### src/rtl/proc_pkg.sv
// proc_pkg: definitions shared by the data-memory arbiter.
//   arb_state_t     - arbiter state (ARB: normal arbitration, LOCKED: debug owns memory)
//   PORT_CORE/DBG   - requester index used to steer read-return data
//   MAXWAIT_DEFAULT - default number of cycles a pending debug request may lose to the core
package proc_pkg;

    typedef enum logic {
        ARB    = 1'b0,
        LOCKED = 1'b1
    } arb_state_t;

    localparam logic PORT_CORE = 1'b0;
    localparam logic PORT_DBG  = 1'b1;

    localparam int unsigned MAXWAIT_DEFAULT = 4;

endpackage

### src/rtl/dmem_rd_return.sv
// dmem_rd_return: captures memory read data for the port that won a load and
// raises that port's rvalid for one cycle.
//   i_clk, i_resetl       - clock, synchronous active-high reset
//   i_load                - a load was granted this cycle
//   i_port                - winner index (PORT_CORE / PORT_DBG)
//   i_mem_rdata           - combinational read data from memory
//   o_core_rdata/_rvalid  - core-side return
//   o_dbg_rdata/_rvalid   - debug-side return
module dmem_rd_return
    import proc_pkg::*;
#(
    parameter int unsigned DW = 64
) (
    input  logic          i_clk,
    input  logic          i_resetl,
    input  logic          i_load,
    input  logic          i_port,
    input  logic [DW-1:0] i_mem_rdata,
    output logic [DW-1:0] o_core_rdata,
    output logic          o_core_rvalid,
    output logic [DW-1:0] o_dbg_rdata,
    output logic          o_dbg_rvalid
);

    logic [DW-1:0] r_core_rdata;
    logic [DW-1:0] r_dbg_rdata;
    logic          r_core_rvalid;
    logic          r_dbg_rvalid;
    logic          w_core_load;
    logic          w_dbg_load;

    assign w_core_load = i_load && (i_port == PORT_CORE);
    assign w_dbg_load  = i_load && (i_port == PORT_DBG);

    always_ff @(posedge i_clk) begin
        if (i_resetl) begin
            r_core_rdata  <= '0;
            r_dbg_rdata   <= '0;
            r_core_rvalid <= 1'b0;
            r_dbg_rvalid  <= 1'b0;
        end else begin
            r_core_rvalid <= w_core_load;
            r_dbg_rvalid  <= w_dbg_load;
            if (w_core_load) r_core_rdata <= i_mem_rdata;
            if (w_dbg_load)  r_dbg_rdata  <= i_mem_rdata;
        end
    end

    // A reset arriving in the cycle after a granted load must hide the pending
    // pulse, so rvalid is masked while reset is asserted.
    assign o_core_rvalid = r_core_rvalid && !i_resetl;
    assign o_dbg_rvalid  = r_dbg_rvalid && !i_resetl;
    assign o_core_rdata  = r_core_rdata;
    assign o_dbg_rdata   = r_dbg_rdata;

endmodule

### src/rtl/dmem_arbiter.sv
// dmem_arbiter: shares one data memory between the core load/store path and a
// debug/loader port. Core has priority, but a pending debug request is granted
// after losing MAXWAIT consecutive cycles. A debug grant with dbg_lock held
// gives debug exclusive ownership until dbg_lock drops.
//   CLK, resetl                               - clock, synchronous active-high reset
//   core_req/we/addr/wdata -> core_gnt/stall  - core request, combinational grant
//   core_rdata/rvalid                         - core load return (1 cycle latency)
//   dbg_req/we/addr/wdata/lock -> dbg_gnt     - debug request, combinational grant
//   dbg_rdata/rvalid                          - debug load return (1 cycle latency)
//   mem_read/write/addr/wdata, mem_rdata      - data memory interface
module dmem_arbiter
    import proc_pkg::*;
#(
    parameter int unsigned AW      = 64,
    parameter int unsigned DW      = 64,
    parameter int unsigned MAXWAIT = MAXWAIT_DEFAULT
) (
    input  logic          CLK,
    input  logic          resetl,
    input  logic          core_req,
    input  logic          core_we,
    input  logic [AW-1:0] core_addr,
    input  logic [DW-1:0] core_wdata,
    output logic          core_gnt,
    output logic [DW-1:0] core_rdata,
    output logic          core_rvalid,
    output logic          core_stall,
    input  logic          dbg_req,
    input  logic          dbg_we,
    input  logic [AW-1:0] dbg_addr,
    input  logic [DW-1:0] dbg_wdata,
    input  logic          dbg_lock,
    output logic          dbg_gnt,
    output logic [DW-1:0] dbg_rdata,
    output logic          dbg_rvalid,
    output logic          mem_read,
    output logic          mem_write,
    output logic [AW-1:0] mem_addr,
    output logic [DW-1:0] mem_wdata,
    input  logic [DW-1:0] mem_rdata
);

    localparam logic [3:0] WaitMax = MAXWAIT[3:0];

    arb_state_t r_state;
    arb_state_t w_state_d;
    logic [3:0] r_wait_cnt;
    logic [3:0] w_wait_cnt_d;
    logic       w_core_gnt;
    logic       w_dbg_gnt;
    logic       w_any_gnt;
    logic       w_we;

    // Grant decode: purely combinational from the requests and current state.
    always_comb begin
        w_core_gnt = 1'b0;
        w_dbg_gnt  = 1'b0;
        if (r_state == LOCKED) begin
            w_dbg_gnt = dbg_req;
        end else begin
            w_core_gnt = core_req && (r_wait_cnt < WaitMax);
            w_dbg_gnt  = dbg_req && !w_core_gnt;
        end
    end

    assign w_any_gnt = w_core_gnt || w_dbg_gnt;
    assign w_we      = w_core_gnt ? core_we : dbg_we;

    always_comb begin
        mem_read  = w_any_gnt && !w_we;
        mem_write = w_any_gnt && w_we;
        mem_addr  = '0;
        mem_wdata = '0;
        if (w_core_gnt) begin
            mem_addr  = core_addr;
            mem_wdata = core_wdata;
        end else if (w_dbg_gnt) begin
            mem_addr  = dbg_addr;
            mem_wdata = dbg_wdata;
        end
    end

    // Count consecutive cycles debug has been refused; saturate at the limit
    // so the forced debug win happens exactly once per starvation window.
    always_comb begin
        w_wait_cnt_d = '0;
        if (r_state == ARB && dbg_req && !w_dbg_gnt) begin
            w_wait_cnt_d = (r_wait_cnt < WaitMax) ? r_wait_cnt + 4'd1 : r_wait_cnt;
        end
    end

    always_comb begin
        w_state_d = r_state;
        unique case (r_state)
            ARB:    if (w_dbg_gnt && dbg_lock) w_state_d = LOCKED;
            LOCKED: if (!dbg_lock) w_state_d = ARB;
            default: w_state_d = ARB;
        endcase
    end

    always_ff @(posedge CLK) begin
        if (resetl) begin
            r_state    <= ARB;
            r_wait_cnt <= '0;
        end else begin
            r_state    <= w_state_d;
            r_wait_cnt <= w_wait_cnt_d;
        end
    end

    assign core_gnt   = w_core_gnt;
    assign dbg_gnt    = w_dbg_gnt;
    assign core_stall = core_req && !w_core_gnt;

    dmem_rd_return #(
        .DW (DW)
    ) u_rd_return (
        .i_clk         (CLK),
        .i_resetl      (resetl),
        .i_load        (mem_read),
        .i_port        (w_dbg_gnt ? PORT_DBG : PORT_CORE),
        .i_mem_rdata   (mem_rdata),
        .o_core_rdata  (core_rdata),
        .o_core_rvalid (core_rvalid),
        .o_dbg_rdata   (dbg_rdata),
        .o_dbg_rvalid  (dbg_rvalid)
    );

endmodule

### config.mk
export PLATFORM = sky130hd
export DESIGN_NAME = dmem_arbiter
export DESIGN_NICKNAME = d
export VERILOG_FILES = /design/src/rtl/proc_pkg.sv /design/src/rtl/dmem_rd_return.sv /design/src/rtl/dmem_arbiter.sv
export SDC_FILE = /design/constraint.sdc
export NUM_CORES = 1
export LEC_CHECK = 0
export BUFFER_PORTS_ARGS = -buffer_cell sky130_fd_sc_hd__buf_2
export CORE_AREA = 8 8 225 227
export CTS_BUF_LIST = sky130_fd_sc_hd__clkbuf_16
export CTS_CLUSTER_DIAMETER = 120
export DETAILED_ROUTE_END_ITERATION = 16
export DIE_AREA = 0 0 233 235
export GPL_TIMING_DRIVEN = 0
export PLACE_DENSITY = 0.37
export SLEW_MARGIN = 40
export SYNTH_ARGS = -nofsm -noshare
export SYNTH_HDL_FRONTEND = slang
export SYNTH_SLANG_ARGS = --single-unit
### constraint.sdc
create_clock -name CLK -period 1.4 [get_ports CLK]
set_clock_uncertainty 0.05 [all_clocks]
set_input_delay 0 -clock CLK [delete_from_list [all_inputs] [get_ports CLK]]
set_output_delay 0 -clock CLK [all_outputs]
set_load 0.02 [all_outputs]
==> metrics.md, run 1 <==
| Metric | Value |
|---|---|
| Worst reg2reg path endpoint | u_rd_return.o_core_rdata[25] |
| WHS Endpoint | u_rd_return.o_dbg_rdata[63] |
| DRC Markers | 0 |
| Vias in the first global route | approximately 10000 |
| CP Data Arrival Time | 1980 ps |
| Layer with the highest usage | met2 |
| Rel. slew slack | 55.9% |
| Top cell type by total area after synthesis | dfxtp_1 |
| Number of antenna violations at the first check in global routing | 10 |
| Hold_sp | dbg_we |
| Starting density of the core | approximately 16% |
| Synth Register Bits | between 100 and 150 |
| Hold WS | between 100 and 150 ps |
| GR Util met1 | between 10% and 20% |
| Final period utilization | 145% |
| Drt total wl | about 54000 µm |
| DRT Pass-1 Iters | 4 |
| Maximum clock frequency | 492 MHz |
| R2R setup slack | -490 ps |
| Worst Reg2Reg Path Length in Cells | 8 |
| Worst Max-Slew Pin Slew | approximately 660 ps |
| Crit-path cells | nor4b_4 > buf_6 > buf_12 > buf_8 > nand2_2 > o21ai_0 > buf_2 |
| ANT nets after route | 0 |
| CTS Sinks | roughly 140 |
| Tmin final | approximately 2000 ps |
| Clock Latency Late Sink | about 430 ps |
| Cell Pwr Density | slightly above 800 nW/µm² |
| Most common cell after layout, fill and taps aside | buf_2 |
| Share of layout cells above drive strength 1 | roughly 55% |
| Count of cell types in the netlist | 25 |
| Mapped Area | approximately 7300 µm² |
| Row count | 80 |
| Slew Limit Fails | 0 |
| H-tree levels | 4 |
| Leakage | 0.00765 µW |
| Core footprint | around 47000 µm² |
| Port bufs | roughly 600 |
| # IOs | 590 |
| Reg area | 2710 µm² |
| RePlAce Congestion | 0.935 |
| WHS Path Cells | 5 |
| Clock buffer count from CTS | 17 |
| Final Setup Violations | around 270 |
| Die Height | approximately 240 µm |
| Setup crit start kind | register |
| Largest net degree at the start of global routing | 17 |
| RSZ-0062 raised after global routing | yes |
| HPWL after DPL | ~43000 µm |
| Clock Path Buffers | 2 |
| Total overflow reported by the global router | 0 |
| Crit Path Max Fanout | 10 |
| Final Hold Vio Count | 0 |
| Final setup margin | -633 ps |
| Critical path class | register to output port |
| CTS Root Cell | clkbuf_16 |
| Syn Area/Cell | slightly below 8 µm² |
| Mapped Cells | approximately 950 |
| Routed WL per cell | between 20 and 25 µm |
| Fillers | between 5000 and 6000 |
| Worst slack at placement | -1050 ps |
| GR Util met2 | between 30 and 40% |
| Layout Nets | ~2000 |
| Crit-path max cell delay | between 300 and 400 ps |
| Failing checks | setup timing |
| Met3 Use GR | 5.95% |
| R2r startpoint | r_wait_cnt[2] |
| Max_cap viols | 0 |
| Initial DRC Count | between 300 and 400 |
| Total Routing Usage GR | a little under a fifth |
| Synthesized Nets | about 1300 |
| Die width | 233 µm |
| Clock-pin slew on the worst setup and hold paths | 60 ps |
| Maximum VDD drop | approximately 0.85 mV |
| Area grow syn2layout | 114% |
| CP endpoint kind | output port |
| Critical Path RT | 1350 ps |
| Outcome | finished with violations |
| Worst min path class | input pin to register |
| Vias/cell | 4.10 |
| First-pass GRT wire length | 75000 µm |
| Top cell type's share of synthesized area | around 37% |
| DR vias | 9504 |
| Die ar. | ~55000 µm² |
| Crit-path slowest cell | dfxtp_4 |
| Synth warn | 0 |
| Sequential area share after synthesis | between 30% and 40% |
| Multi-input logic area | 5240 µm² |
| CTS tree | done |
| Crit. Startpoint | r_wait_cnt[3] |
| Synth area leaders | dfxtp_1 37%, mux2i_1 17%, nand2b_1 16% |
| Most frequent cells in the layout | 464 x buf_2, 192 x nand2b_1, 169 x nand2_1 |
## worst max path at each step
stage | endpoint | slack [ps] | depth (start not counted)
after detailed placement | mem_wdata[49] | -1050 | 6
after floorplan | u_rd_return.o_core_rdata[13] | -200 | 5
final | mem_wdata[49] | -630 | 7
after global routing | mem_wdata[17] | -720 | 8
after global placement | mem_wdata[49] | -1050 | 6
after CTS | mem_wdata[18] | -700 | 7
## per-layer routing
| metal | share of wire (%) | vias up |
|---|---|---|
| met2 | 52 | 399 |
| li1 | - | 4574 |
| met4 | 4.2 | 10 |
| met1 | 36 | 4445 |
| met5 | 0.12 | - |
| met3 | 7.9 | 76 |
## metrics by stage
stage,TNS [ps],util (%),total power [µW],area [µm²],cells
3_3_place_gp,-157130,24.4,7390,11500,2151
2_1_floorplan,-12370,-,5830,7780,949
4_1_cts,-139610,30.6,12700,14400,2293
6_report,-125390,33.2,12900,15700,2317
5_1_grt,-147840,33.2,13500,15700,2314
3_5_place_dp,-160120,24.4,7390,11500,2151
## sequential cells by signal, summed over array words and instances (netlist names)
register                   count
u_rd_return.o_dbg_rdata       64
u_rd_return.r_dbg_rvalid       1
r_state                        1
u_rd_return.r_core_rvalid      1
r_wait_cnt                     4
u_rd_return.o_core_rdata      64
## worst max-delay path, delay by kind of cell (launching register included)
family	cells	cell delay [ps]
AOI/OAI and AO/OA	1	120
buffers and inverters	4	660
DFF	1	360
and+or+nand+nor	2	420
## power breakdown
| part | leakage [µW] | internal [µW] | switching [µW] |
|---|---|---|---|
| clock | 0.000268 | 2550 | 1770 |
| sequential | 0.00110 | 4000 | 83.9 |
| combinational | 0.00628 | 2110 | 2360 |
## final cells by class
class	count	area share, %
Sequential cell	135	17.3
Antenna cell	7	0.112
Buffer	78	5.82
Clock buffer	17	2.71
Multi-Input combinational cell	733	33.4
Timing Repair Buffer	716	34.9
Clock inverter	15	0.774
Tap cell	615	4.91
Inverter	1	0.0240
## Yosys cell counts (all sizes together)
cell,n
conb,1
nor3,1
or3,1
ha,1
nand3b,1
nor2b,4
o21ai,130
a21oi,3
mux2i,128
or3b,2
inv,1
buf,29
nor2,5
clkbuf,51
nand2b,192
xnor2,1
nor3b,2
nor4b,1
dfxtp,135
nand2,260
## cells by family after synthesis
group	after synthesis	share of synthesized area, %
compound gates	133	9.07
xor+xnor	1	0.119
fa+ha+maj	1	0.171
buf+inv	81	4.95
flops	135	36.8
mux	128	17.5
other cells	1	0.0511
simple gates	469	31.3
## timing repair
item                                    in CTS  in global routing
hold buffers                                65                  0
endpoints found under the hold margin      129                  0
setup buffers                               31                  8
pin swaps                                    4                 43
resized for setup                          308                256
gates cloned                                17                 14
endpoints found under the setup margin     264                266
No activity file was read; power rests on OpenSTA's default activity.
==> run 2, diff against run 1 <==
--- a/config.mk
+++ b/config.mk
@@ -12,8 +12,9 @@
 export DETAILED_ROUTE_END_ITERATION = 16
 export DIE_AREA = 0 0 233 235
 export GPL_TIMING_DRIVEN = 0
-export PLACE_DENSITY = 0.37
+export PLACE_DENSITY = 0.39
 export SLEW_MARGIN = 40
 export SYNTH_ARGS = -nofsm -noshare
 export SYNTH_HDL_FRONTEND = slang
+export SYNTH_HIERARCHICAL = 1
 export SYNTH_SLANG_ARGS = --single-unit
==> run 2 against run 1 <==
  * The run still ends with setup timing left
  * Via count is 7.0% lower
  * Final cell count is 1.9% lower
  * Synthesized cell count is 1.6% lower
  * Combinational power is 2% higher
  * Non-clock buffer count is 45 lower
  * Routed wire length is 13% lower
  * Maximum frequency is 11% lower
  * Register-to-register slack worse by 390 ps
  * Core utilization is 0.17 points higher
  * Critical endpoint is now u_rd_return/o_core_rdata[42]
  * Largest power group unchanged
==> metrics.md, run 2 <==
| Metric | Value |
|---|---|
| Outcome | finished with violations |
| Failing checks | setup timing |
| Synthesized Nets | 1262 (-1.2%) |
| Most common cell after layout, fill and taps aside | buf_2 |
| Total Routing Usage GR | 16.5% (-2.2 points) |
| Syn Area/Cell | 8.54 µm² (+10%) |
| Area post-placement | 13300 µm² (+16%) |
| Synth area leaders | dfxtp_1 34%, mux2i_1 32%, nand2b_1 15% |
| Routed WL per cell | 20.9 µm (-11%) |
| Clock Path Buffers | 2 (unchanged) |
| Maximum VDD drop | 0.817 mV (-4.5%) |
| Mapped Cells | 934 (-1.6%) |
| Number of antenna violations at the first check in global routing | 12 (+2) |
| Post-synth EDFFs | 0 (unchanged) |
| Worst Reg2Reg Path Length in Cells | 9 (+1) |
| RSZ-0062 raised after global routing | yes |
| Tmin final | 2280 ps (+247 ps) |
| Area grow syn2layout | 97.5% |
| Critical path class | register to register |
| HPWL after DPL | 39900 µm (-8.3%) |
| Worst Max-Slew Pin Slew | 673 ps (+12.6 ps) |
| Worst slack at placement | -1810 ps (-754 ps) |
| Die Height | 235 µm (unchanged) |
| Starting density of the core | 16.9% (+1.4 points) |
| Final Hold Vio Count | 0 (unchanged) |
| Total chip power | 13000 µW (+1.2%) |
| Die width | 233 µm (unchanged) |
| Main combinational cell family by area after synthesis | multiplexers |
| Final setup margin | -880 ps (-247 ps) |
| Cell with the most instances after synthesis | mux2i_1 |
| Core footprint | 47100 µm² (unchanged) |
| Total overflow reported by the global router | 0 (unchanged) |
| RePlAce Congestion | 0.867 (-7.3%) |
| List of most frequent post-synthesis cells | 258 x mux2i_1, 196 x nand2b_1, 135 x dfxtp_1 |
| Clock buffer count from CTS | 17 (unchanged) |
| Final period utilization | 163% (+18 points) |
| Reg area | 2710 µm² (-0.32%) |
| Sequential area share after synthesis | 33.9% (-3.0 points) |
| Clock Latency Late Sink | 420 ps (about the same) |
| CTS Root Cell | clkbuf_16 |
| Mapped Area | 7980 µm² (+8.7%) |
| CTS tree | done |
| Final Setup Violations | 267 (+0.38%) |
| # IOs | 590 (unchanged) |
| Ys flop type | dfxtp_1 |
| Cell Pwr Density | 827 nW/µm² (+0.69%) |
| Synth Register Bits | 135 (unchanged) |
| Clock-pin slew on the worst setup and hold paths | 60 ps (about the same) |
| Adder-cell share of the synthesized area | 0.157% (-0.014 points) |
| CP Data Arrival Time | 2580 ps (+600 ps) |
| Leakage | 0.00790 µW (+3.3%) |
| Maximum clock frequency | 439 MHz (-11%) |
| Hold WS | 128 ps (-13.7 ps) |
| Top cell type's share of synthesized area | 33.9% (-3.0 points) |
| Vias/cell | 3.89 (-5.2%) |
| Post-synth ARST share | 0% (unchanged) |
| Multi-input logic area | 6040 µm² (+15%) |
| Compound-Gate Fraction of Synth Area | 0.251% (-8.8 points) |
| DRC Markers | 0 (unchanged) |
| CTS Sinks | 135 (unchanged) |
| Vias in the first global route | 9931 (-1.9%) |
| Largest net degree at the start of global routing | 17 (unchanged) |
| First-pass GRT wire length | 66700 µm (-11%) |
| Synth warn | 6 (+6) |
| Slew Limit Fails | 0 (unchanged) |
| Drt total wl | 47500 µm (-13%) |
| Design area | 15800 µm² (+0.52%) |
| XOR/XNOR Fraction of Synth Area | 0% (-0.12 points) |
| Share of layout cells above drive strength 1 | 49.5% (-5.1 points) |
| Setup crit start kind | register |
| Simple-Gate Fraction of Synth Area | 22.5% (-8.8 points) |
| CP endpoint kind | register |
| Die ar. | 54800 µm² (unchanged) |
| Critical Path RT | 1700 ps (+350 ps) |
| Rel. slew slack | 55.1% (-0.84 points) |
| Count of cell types in the netlist | 22 (-12%) |
| DR vias | 8839 (-7.0%) |
| Crit Path Max Fanout | 7 (-3) |
| Initial DRC Count | 232 (-29%) |
| Port bufs | 588 (+0.17%) |
| WHS Path Cells | 3 (-2) |
| Layout Nets | 1964 (-2.3%) |
| ANT nets after route | 0 (unchanged) |
| Row count | 80 (unchanged) |
| Most frequent cells in the layout | 498 x buf_2, 195 x nand2b_1, 133 x inv_1, 133 x dfxtp_1, 130 x mux2i_1 |
| Worst min path class | input pin to register |
| DRT Pass-1 Iters | 4 (unchanged) |
| Fillers | 5033 (+0.099%) |
| H-tree levels | 4 (unchanged) |
| Top cell type by total area after synthesis | dfxtp_1 |
| Max_cap viols | 0 (unchanged) |
| Mux cell area share after synthesis | 32.4% (+15 points) |
## run 2: worst paths after layout
kind	slack, ps	end	from
setup reg to reg	-880	u_rd_return/o_core_rdata[42]	r_wait_cnt[3]
setup / recovery	-880	u_rd_return/o_core_rdata[42]	r_wait_cnt[3]
hold reg to reg	380	r_wait_cnt[0]	r_wait_cnt[0]
hold / removal	130	r_wait_cnt[0]	resetl
## run 2: layout make-up
class,instances,area share [%]
inverters,131,3.12
diodes,8,0.127
clock buffers,17,2.70
clock inverters,15,0.818
flip-flops and latches,135,17.2
plain buffers,66,4.34
well taps,615,4.88
repair buffers,683,28.5
multi-input cells,602,38.3
## run 2: per-layer routing
| layer | vias up | wire length (µm) | global-route usage, % |
|---|---|---|---|
| met1 | 4094 | 19000 | 18.8 |
| met3 | 41 | 3850 | 5.82 |
| met2 | 339 | 23900 | 29.1 |
| li1 | 4359 | - | - |
| met5 | - | 41 | 0 |
| met4 | 6 | 716 | 3.94 |
## run 2: logic make-up after synthesis
kind of cell,Yosys count
buffers and inverters,197
other,1
muxes,258
DFF,135
and+or+nand+nor,339
adders and majority gates,1
AOI/OAI and AO/OA,3
## run 2: power breakdown
group          switching, µW  leakage (µW)  internal [µW]
sequential              95.4       0.00110           4030
clock                   1910      0.000272           2450
combinational           2340       0.00653           2210
total                   4350       0.00790           8690
## run 2: metrics by stage
stage	TNS, ps	utilization (%)	instances
CTS	-221750	31.5	2243
finish	-209230	33.4	2272
global route	-230810	33.4	2271
detailed placement	-295880	28.3	2137
floorplan	-119000	-	934
global placement	-285830	28.3	2137
## run 2: critical path, cell delays in order (launching register included)
cell,delay (ps)
dfxtp_2,310
or4b_4,540
buf_12,160
buf_12,140
mux2i_4,210
nor2b_4,180
buf_6,130
buf_12,150
buf_12,130
mux2i_2,200
## run 2: what timing repair did
item / CTS / global route
hold buffers: 66 / 0
pin swaps: 0 / 1
gates resized for setup: 77 / 156
buffers inserted: 8 / 10
cloned: 0 / 11
endpoints found under the hold margin: 129 / 0
endpoints found under the setup margin: 267 / 267
==> run 3, diff against run 2 <==
==> constraint.sdc (replaced) <==
create_clock -name CLK -period 1.4 [get_ports CLK]
set_clock_uncertainty 0.05 [all_clocks]
set_input_delay 0.07 -clock CLK [delete_from_list [all_inputs] [get_ports CLK]]
set_output_delay 0.07 -clock CLK [all_outputs]
set_load 0.02 [all_outputs]
==> run 3 against run 2 <==
  * The flow still finishes with violations (setup timing)
  * Routed wire length is 0.61% higher
  * Critical path depth decreased by 3
  * Critical path type is now register to output port
  * Cell area about the same
  * Power rose by 0.47%
  * First-iteration DRC count increased by 23%
  * Highest routed layer unchanged
==> metrics.md, run 3 (synthesis results as in run 2) <==
| Metric | Value |
|---|---|
| CTS Root Cell | clkbuf_16 |
| Area post-placement | 13300 µm² (unchanged) |
| Clock-pin slew on the worst setup and hold paths | 60 ps (about the same) |
| Failing checks | setup timing |
| Starting density of the core | 16.9% (unchanged) |
| Crit-path slowest cell | or4b_4 |
| Worst reg2reg path endpoint | u_rd_return/o_dbg_rdata[35] |
| Hold WS | 76.6 ps (-51.6 ps) |
| Initial DRC Count | 285 (+23%) |
| Share of layout cells above drive strength 1 | 49.9% (+0.36 points) |
| Crit Path Max Fanout | 10 (+3) |
| Crit-path cells | or4b_4 > buf_12 > buf_12 > buf_6 > mux2i_4 > buf_6 |
| Maximum clock frequency | 422 MHz (-3.9%) |
| Clock buffer count from CTS | 17 (unchanged) |
| Final Non-Filler Cells | 2281 (+0.40%) |
| Final Setup Violations | 267 (unchanged) |
| Number of antenna violations at the first check in global routing | 14 (+2) |
| Most frequent cells in the layout | 513 x buf_2, 196 x nand2b_1, 134 x dfxtp_1 |
| CP Data Arrival Time | 2250 ps (-330 ps) |
| DR vias | 8952 (+1.3%) |
| Setup crit start kind | register |
| Cell Pwr Density | 832 nW/µm² (+0.50%) |
| RSZ-0062 raised after global routing | yes |
| Vias/cell | 3.92 (+0.88%) |
| R2r startpoint | r_wait_cnt[3] |
| Tmin final | 2370 ps (+92.1 ps) |
| CTS Sinks | 135 (unchanged) |
| Total chip power | 13100 µW (+0.47%) |
| Leakage | 0.00787 µW (-0.37%) |
| Port bufs | 588 (unchanged) |
| Total overflow reported by the global router | 0 (unchanged) |
| First-pass GRT wire length | 66800 µm (about the same) |
| Row count | 80 (unchanged) |
| Routed WL per cell | 21.0 µm (+0.22%) |
| Largest net degree at the start of global routing | 17 (unchanged) |
| WHS Endpoint | r_state |
| Worst min path class | input pin to register |
| CP bufs+invs | 4 (-1) |
| Crit-path max cell delay | 570 ps (+30 ps) |
| Critical path class | register to output port |
| ANT nets after route | 0 (unchanged) |
| RePlAce Congestion | 0.894 (+3.1%) |
| CP top delay family | buffers and inverters |
| # IOs | 590 (unchanged) |
| Worst Max-Slew Pin Slew | 564 ps (-110 ps) |
| Area grow syn2layout | 97.4% (about the same) |
| DRC Markers | 0 (unchanged) |
| CP endpoint kind | output port |
| Clock Latency Late Sink | 440 ps (+20 ps) |
| Clock Path Buffers | 2 (unchanged) |
| Total Routing Usage GR | 16.6% (+0.040 points) |
| Rel. slew slack | 62.4% (+7.3 points) |
| Worst Reg2Reg Path Length in Cells | 10 (+1) |
| Final setup margin | -972 ps (-92.1 ps) |
| Critical Path RT | 1280 ps (-420 ps) |
| Die Height | 235 µm (unchanged) |
| CTS tree | done |
| Slew Limit Fails | 0 (unchanged) |
| H-tree levels | 4 (unchanged) |
| Max_cap viols | 0 (unchanged) |
| Die width | 233 µm (unchanged) |
| Placed Cells incl. Taps | 2137 (unchanged) |
| Vias in the first global route | 9905 (-0.26%) |
| DRT Pass-1 Iters | 4 (unchanged) |
| Finished Core Util | 33.4% (about the same) |
| HPWL after DPL | 40400 µm (+1.2%) |
| R2R setup slack | -970 ps (-90 ps) |
| Maximum VDD drop | 0.844 mV (+3.3%) |
| Final period utilization | 169% (+6.6 points) |
| Hold_sp | resetl |
| Die ar. | 54800 µm² (unchanged) |
| Design area | 15700 µm² (about the same) |
| Outcome | finished with violations |
| Final Hold Vio Count | 0 (unchanged) |
| Drt total wl | 47800 µm (+0.61%) |
| Layout Nets | 1968 (+0.20%) |
| Most common cell after layout, fill and taps aside | buf_2 |
| Core footprint | 47100 µm² (unchanged) |
| WHS Path Cells | 2 (-1) |
## run 3: changes by cell type in the layout (fill, tap and decap cells not counted), sizes merged
cell         before  now
diode             8   13
inv             138  134
bufinv            1    2
clkbuf           67   64
dlygate4sd3      66   64
buf             633  642
clkinvlp          3    4
clkinv            4    6
## run 3: layer usage
metal	global-route usage [%]	up-vias	wire length, µm
li1	-	4371	-
met5	0	-	13
met3	8.45	38	4880
met1	17.7	4206	18700
met2	28.1	335	23500
met4	4.99	2	704
## run 3: stage by stage
stage	setup WS, ps	TNS (ps)
2_1_floorplan	-851	-128240
3_3_place_gp	-1700	-291560
3_5_place_dp	-1710	-295430
4_1_cts	-1010	-241280
5_1_grt	-1050	-254000
6_report	-972	-231900
## run 3: report_power, final
part | internal [µW] | switching, µW | total [µW] | leakage (µW)
sequential | 4030 | 97.5 | 4120 | 0.00110
combinational | 2190 | 2340 | 4530 | 0.00650
clock | 2590 | 1850 | 4440 | 0.000275
## run 3: timing repair
action	in CTS	in global routing
pin swaps	0	1
gates cloned	0	12
resized for setup	89	140
endpoints found under the hold margin	127	0
endpoints found under the setup margin	267	267
buffers inserted	8	16
hold buffers	64	0
## run 3: cell type report
| cell class | instances | area, µm² |
|---|---|---|
| antenna | 13 | 32.5 |
| buffer | 65 | 602 |
| clock buffer | 17 | 425 |
| clock inverter | 15 | 139 |
| fill | 4992 | 31400 |
| inverter | 131 | 494 |
| multi-input combinational | 602 | 6070 |
| sequential | 135 | 2700 |
| tap | 615 | 769 |
| timing repair buffer | 688 | 4520 |
## run 3: worst reg2reg max path: stages, from the launching register on
cell and delay, ps:
dfxtp_2 320, or4b_4 570, buf_12 170, buf_12 140, mux2i_4 230, buf_4 150, buf_6 100, nand2_8 100
buf_4 180, clkbuf_16 150, mux2i_1 110
## run 3: worst max-delay path by stage
stage | startpoint | end | slack, ps | cells after the start
floorplan | r_state | u_rd_return/o_core_rdata[37] | -850 | 9
global placement | dbg_req | u_rd_return/o_dbg_rdata[51] | -1700 | 8
detailed placement | dbg_req | u_rd_return/o_dbg_rdata[53] | -1710 | 8
CTS | r_state | u_rd_return/o_core_rdata[44] | -1010 | 9
global route | r_wait_cnt[3] | u_rd_return/o_core_rdata[42] | -1050 | 9
finish | r_wait_cnt[3] | mem_wdata[29] | -970 | 6
